--- src/rtl/game_sequencer.sv ---
// Game flow controller: sequences idle/play/pause/level-clear/end states, owns the
// level counter and issues the one-cycle control pulses consumed by the datapaths.
module game_sequencer #(
    parameter int num_levels_p   = 8,
    parameter int clear_frames_p = 60
) (
    input  logic       clk_i,
    input  logic       reset_ni,
    input  logic       frame_i,
    input  logic       start_i,
    input  logic       player_hit_i,
    input  logic [1:0] lives_i,
    input  logic       enemies_cleared_i,
    input  logic       enemies_landed_i,
    output logic       run_o,
    output logic       frame_o,
    output logic       resume_o,
    output logic       new_level_o,
    output logic       new_game_o,
    output logic       add_life_o,
    output logic [3:0] level_o,
    output logic [5:0] state_o,
    output logic       game_over_o,
    output logic       win_o
);

    localparam int CntW = $clog2(clear_frames_p + 1);
    localparam logic [CntW-1:0] ClearMax  = CntW'(clear_frames_p);
    localparam logic [3:0]      LastLevel = 4'(num_levels_p);

    typedef enum logic [5:0] {
        IDLE        = 6'b000001,
        PLAY        = 6'b000010,
        HIT_PAUSE   = 6'b000100,
        LEVEL_CLEAR = 6'b001000,
        GAME_OVER   = 6'b010000,
        WIN         = 6'b100000
    } state_t;

    state_t          state_q, state_d;
    logic [3:0]      level_q, level_d;
    logic [CntW-1:0] frame_cnt_q, frame_cnt_d;
    logic            resume_q, resume_d;
    logic            new_level_q, new_level_d;
    logic            new_game_q, new_game_d;
    logic            add_life_q, add_life_d;
    logic [3:0]      level_inc;

    always_ff @(posedge clk_i or negedge reset_ni) begin
        if (!reset_ni) begin
            state_q     <= IDLE;
            level_q     <= 4'd0;
            frame_cnt_q <= '0;
            resume_q    <= 1'b0;
            new_level_q <= 1'b0;
            new_game_q  <= 1'b0;
            add_life_q  <= 1'b0;
        end else begin
            state_q     <= state_d;
            level_q     <= level_d;
            frame_cnt_q <= frame_cnt_d;
            resume_q    <= resume_d;
            new_level_q <= new_level_d;
            new_game_q  <= new_game_d;
            add_life_q  <= add_life_d;
        end
    end

    assign level_inc = (level_q < LastLevel) ? level_q + 4'd1 : level_q;

    always_comb begin
        state_d     = state_q;
        level_d     = level_q;
        frame_cnt_d = frame_cnt_q;
        resume_d    = 1'b0;
        new_level_d = 1'b0;
        new_game_d  = 1'b0;
        add_life_d  = 1'b0;

        case (state_q)
            IDLE: begin
                if (start_i) begin
                    state_d     = PLAY;
                    level_d     = 4'd1;
                    new_game_d  = 1'b1;
                    new_level_d = 1'b1;
                end
            end
            PLAY: begin
                // Landing beats a hit, which beats clearing the grid.
                if (enemies_landed_i) begin
                    state_d = GAME_OVER;
                end else if (player_hit_i) begin
                    state_d = (lives_i == 2'd0) ? GAME_OVER : HIT_PAUSE;
                end else if (enemies_cleared_i) begin
                    if (level_q == LastLevel) begin
                        state_d = WIN;
                    end else begin
                        state_d     = LEVEL_CLEAR;
                        frame_cnt_d = '0;
                    end
                end
            end
            HIT_PAUSE: begin
                if (start_i) begin
                    state_d  = PLAY;
                    resume_d = 1'b1;
                end
            end
            LEVEL_CLEAR: begin
                if (frame_i) begin
                    if (frame_cnt_q != ClearMax) begin
                        frame_cnt_d = frame_cnt_q + 1'b1;
                    end
                    if (frame_cnt_q == ClearMax - 1'b1) begin
                        state_d     = PLAY;
                        level_d     = level_inc;
                        new_level_d = 1'b1;
                        resume_d    = 1'b1;
                        add_life_d  = !level_inc[0] && (lives_i < 2'd3);
                    end
                end
            end
            GAME_OVER, WIN: begin
                if (start_i) begin
                    state_d     = PLAY;
                    level_d     = 4'd1;
                    new_game_d  = 1'b1;
                    new_level_d = 1'b1;
                    resume_d    = 1'b1;
                end
            end
            default: state_d = IDLE;
        endcase
    end

    assign run_o       = (state_q == PLAY);
    assign frame_o     = frame_i & run_o;
    assign game_over_o = (state_q == GAME_OVER);
    assign win_o       = (state_q == WIN);
    assign state_o     = state_q;
    assign level_o     = level_q;
    assign resume_o    = resume_q;
    assign new_level_o = new_level_q;
    assign new_game_o  = new_game_q;
    assign add_life_o  = add_life_q;

endmodule

--- config.mk ---
export PLATFORM = sky130hd
export DESIGN_NAME = game_sequencer
export DESIGN_NICKNAME = d
export VERILOG_FILES = /design/src/rtl/game_sequencer.sv
export SDC_FILE = /design/constraint.sdc
export NUM_CORES = 1
export LEC_CHECK = 0
export ABC_AREA = 1
export BUFFER_PORTS_ARGS = -buffer_cell sky130_fd_sc_hd__buf_2
export CAP_MARGIN = 0
export CORE_MARGIN = 10
export CORE_UTILIZATION = 41
export CTS_CLUSTER_DIAMETER = 100
export DETAILED_ROUTE_END_ITERATION = 10
export GPL_ROUTABILITY_DRIVEN = 0
export GPL_TIMING_DRIVEN = 1
export PLACE_DENSITY = 0.65
export RECOVER_POWER = 100
export SLEW_MARGIN = 20
export SYNTH_ARGS = -nofsm -noshare
export SYNTH_HDL_FRONTEND = slang
export SYNTH_SLANG_ARGS = --single-unit
--- constraint.sdc ---
create_clock -name clk_i -period 1.4 [get_ports clk_i]
set_input_delay 0.21 -clock clk_i [delete_from_list [all_inputs] [get_ports clk_i]]
set_output_delay 0.21 -clock clk_i [all_outputs]
set_load 0.05 [all_outputs]
Yosys cells after proc, flatten, opt, wreduce, memory -nomap -nowiden
Index checks and enable logic that the tools add are counted.
{"block": "word_totals", "reg_bits": 20, "wordCells": 75, "out_inout_bits": 18, "in_bits": 9}
{"block": "classes", "mux": 30, "n_reduce_logical": 12, "add_sub_neg": 2, "eq_ne": 20, "n_bitwise": 1, "magnitude_cmp": 2}
{"cell": "$mux W6", "n": 13}
{"cell": "$pmux W6 S3", "n": 1}
{"cell": "$mux W4", "n": 4}
{"cell": "$ne A2 B2 Y1 const B", "n": 8}
{"cell": "$eq A6 B6 Y1 const B", "n": 2}
{"cell": "$pmux W6 S2", "n": 1}
{"cell": "$pmux W4 S2", "n": 1}
{"cell": "$reduce_and A4 Y1", "n": 2}
{"cell": "$mux W1", "n": 7}
{"cell": "$reduce_and A7 Y1", "n": 1}
{"cell": "$add A6 B1 Y6 const B", "n": 1}
{"cell": "$eq A6 B1 Y1 const B", "n": 1}
{"cell": "$eq A6 B2 Y1 const B", "n": 1}
{"cell": "$eq A6 B3 Y1 const B", "n": 1}
{"cell": "$eq A6 B4 Y1 const B", "n": 1}
{"cell": "$eq A6 B5 Y1 const B", "n": 1}
{"cell": "$ne A6 B6 Y1 const B", "n": 1}
{"cell": "$reduce_or A3 Y1", "n": 2}
{"cell": "$mux W5", "n": 1}
{"cell": "$reduce_and A5 Y1", "n": 1}
{"cell": "$add A4 B1 Y4 const B", "n": 1}
{"cell": "$eq A4 B4 Y1 const B", "n": 1}
{"cell": "$lt A4 B4 Y1 const B", "n": 1}
{"cell": "$ne A2 B1 Y1 const B", "n": 2}
{"cell": "9 further kinds", "n": 11}

Logic depth before layout (Yosys ltp)
{"block": "depth", "depth_word": 7, "mapped_depth": 10, "mapped_depth_nobuf": 10}

Worst setup path before layout
Ideal clock, no wire load.
{"block": "synth_path", "path_kind": "register to output", "startpoint": "register state_q[1] (netlist: state_o[1])", "endpoint": "output frame_o", "setup_slack_ps": -497, "stages_incl_launch_ff": 5, "path_buffers": 0, "arrival_ps": 1687, "cell_sequence": "dfrtp_1 -> inv_1 -> nor2_2 -> nand3_2 -> nor2_1"}
{"block": "synth_via", "elab_chain_cells": 2}
{"element": "start, declared", "line_no": "40", "text": "state_t state_q, state_d;"}
{"element": "start signal, assigned", "line_no": "59", "text": "state_q <= state_d;"}
{"element": "$eq A6 B2 Y1", "line_no": "137", "text": "assign run_o = (state_q == PLAY);"}
{"element": "$and A1 B1 Y1", "line_no": "138", "text": "assign frame_o = frame_i & run_o;"}
{"element": "end, declared", "line_no": "16", "text": "output logic frame_o,"}
No other way between the ends.

Worst setup path after layout
{"block": "layout_path", "startpoint": "register state_q[0] (netlist: state_o[0])", "endpoint": "output frame_o"}
The elaborated chain is that of the path after synthesis.

==> metrics.md <==
| Metric | Value |
|---|---|
| IO Port Bufs | `26` |
| Hpwl dp | `2.92 mm` |
| Cell area after layout | `about 2200 sq um` |
| CTS Buf Count | `3` |
| First-pass GRT wire length | `around 6.6 mm` |
| Cell accounting for the most synthesized area | `dfrtp_1` |
| Fill cells | `between 200 and 250` |
| DR vias/cell | `approximately 4.9` |
| Post-synth top flop | `dfrtp_1` |
| Setup violators final | `22` |
| Finished Core Util | `between 70% and 80%` |
| DR iter-0 viols | `63` |
| Reg clk slew, reported paths | `between 0.1 and 0.15 ns` |
| Worst R2R Start | `state_o[0]` |
| Tightest Hold Check Type | `in -> reg` |
| DP Area | `1820 sq um` |
| Post-synth EDFFs | `0` |
| Total GRT Usage | `a little over an eighth` |
| RSZ-0062 raised after global routing | `yes` |
| Final critical-path share of the clock period | `117%` |
| Outcome | `finished, violations left` |
| Critical Path Start | `state_o[0]` |
| Setup CP Type | `reg -> out` |
| ANT nets after route | `0` |
| Router iterations before antenna repair | `4` |
| Yosys reg bits | `20` |
| Share of layout cells above drive strength 1 | `a little under three fifths` |
| DRC | `0` |
| GRT busiest layer | `met2` |
| Met3 Usage GRT | `between 3 and 4%` |
| PwrDens | `2150 nW/um^2` |
| Share of the synthesized area in the top cell type | `between 30% and 40%` |
| Violated checks | `negative setup slack` |
| Initial antenna violation count | `0` |
| Layout area overhead | `67.1%` |
| Finished Layout Cells | `287` |
| Grt met2 use | `around a quarter` |
| Remaining Overflow, GRT | `0` |
| Max Cap Violations | `0` |
| Slew headroom | `65.4%` |
| Leakage | `1.10 nW` |
| Crit path time final | `between 1.5 and 2 ns` |
| Max Slew Vio Count | `0` |
| Synthesized area | `~1300 sq um` |
| Initial core utilization | `around 43%` |
| Overall Power | `~4.7 mW` |
| Cells after Synth | `approximately 170` |
| GRT met1 Usage | `between 10% and 20%` |
| Fmax | `~0.61 GHz` |
| Vias in the first global route | `between 1000 and 1500` |
| Clock Skew | `~0.013 ns` |
| Critical Path RT | `approximately 1.2 ns` |
| Die height | `approximately 77 microns` |
| Critical Path AT | `around 1.4 ns` |
| Synth warnings | `0` |
| CTS root buf | `clkbuf_4` |
| Pin count of the biggest net entering global routing | `21` |
| R2r setup slk | `-0.23 ns` |
| Worst-margin pin slew | `approximately 0.52 ns` |
| R2R cell count | `9` |
| Netlist cell types | `28` |
| Ant diodes | `0` |
| Crit path max fanout | `4` |
| Worst r2r dst | `state_o[5]` |
| Clk buf depth | `2` |
| Ys async rst share | `100%` |
| Row count | `20` |
| Core region area | `3080 sq um` |
| Syn_nets | `roughly 180` |
| Largest cells by area after synthesis | `dfrtp_1, nand2_1, inv_1` |
| Fin worst setup slack | `-0.238 ns` |
| IR drop worst, VDD | `between 1 and 1.5 mV` |
| CP startpoint kind | `flip-flop` |
| Placed insts | `269` |
| Seq/Total Area, Yosys | `a little under two fifths` |
| Worst hold path startpoint | `lives_i[1]` |
| Most frequent cell after synthesis | `nand2_1` |
| Via count | `1392` |
| CP Capture Point | `frame_o` |
| Worst skew pair latency | `0.31 ns` |
| Final wirelength | `around 4 mm` |
| Final Hold Viols | `0` |
| Die area | `a little under 6000 sq um` |
| DIE WIDTH | `around 77 microns` |
| Synth top cells by count | `nand2_1, inv_1, dfrtp_1` |
| Syn_area_per_cell | `between 7 and 8 sq um` |
| Layout net count | `about 260` |
| # clock sinks | `20` |
| Worst slack, placed | `-0.179 ns` |
| Crit end category | `primary output` |
| Drt wl/cell | `~14 microns` |
| # H-tree levels | `1` |
| Num ports | `27` |
| CTS tree | `built` |
[layer usage]
metal	up-vias	routed length, microns	share of wire, %
li1	696	-	-
met1	659	1560	40
met2	29	2080	53
met3	8	200	5.1
met4	0	63	1.6
met5	-	0	0
[critical path, cell delays in order, from the launching register on]
cell	delay, ns
dfstp_4	0.51
nor2_4	0.12
nand3_4	0.12
buf_12	0.15
nor2_4	0.08
buf_8	0.15
[cell families after synthesis]
kind of cell / count (synthesis) / synth area share [%]
compound gates: 24 / 13.5
xor+xnor: 1 / 0.664
fa+ha+maj: 4 / 3.79
buf+inv: 30 / 9.19
flops: 20 / 38.0
simple gates: 92 / 34.9
[sequential cells by signal, indices dropped and copies added (netlist names)]
register,flops
new_game_o,1
state_o,6
resume_o,1
frame_cnt_q,6
level_o,4
add_life_o,1
new_level_o,1
[cell type report]
type                            instances  area, sq um  area share (%)
Sequential cell                        20          514            23.3
Timing Repair Buffer                   69          584            26.5
Multi-Input combinational cell        121          868            39.4
Clock buffer                            3         22.5            1.02
Tap cell                               44         55.1            2.50
Clock inverter                          1         30.0            1.36
Inverter                               29          131            5.96
[repair_timing]
action,CTS,global route
hold buffers,1,0
setup endpoints to repair,23,24
gates resized for setup,36,18
pin swaps,15,12
hold endpoints to repair,19,0
buffers inserted,11,2
[where the power goes]
group,internal [mW],switching [mW]
Sequential,0.796,0.174
Clock,0.289,0.193
Combinational,1.40,1.89
Total,2.49,2.26
[metrics by stage]
step	setup TNS, ns	hold WS (ns)
after detailed placement	-1.64	0.188
final	-3.36	0.0901
after CTS	-3.55	0.0763
after global placement	-1.11	0.179
after global routing	-4.93	0.0759
after floorplan	-1.84	-0.0856
[placed cells by master, fill, tap and decap left out, types with 2 or more instances in the layout]
cell / instances
nand2_1: 27
o21ai_0: 4
nand2_2: 11
nand3_4: 4
inv_2: 3
buf_4: 29
buf_12: 5
a31oi_1: 2
clkinvlp_4: 2
buf_2: 9
inv_1: 22
nand3_2: 5
o21ai_1: 3
ha_1: 4
nand2_4: 4
nor2_4: 10
o21ai_2: 9
clkbuf_2: 13
clkbuf_4: 3
nand4_1: 4
dfrtp_2: 7
nand3_1: 11
dfrtp_1: 12
nor2_1: 11
buf_8: 3
buf_6: 9
nor2_2: 2
[how the worst min path moves through the flow]
stage                          end  slack, ns  cells after the start
floorplan               add_life_o      -0.09                      0
global placement    frame_cnt_q[3]       0.18                      1
detailed placement  frame_cnt_q[3]       0.19                      1
CTS                     add_life_o       0.08                      2
global route            add_life_o       0.08                      2
finish                  add_life_o       0.09                      2
Note: power is estimated with default switching activity, not from simulation.
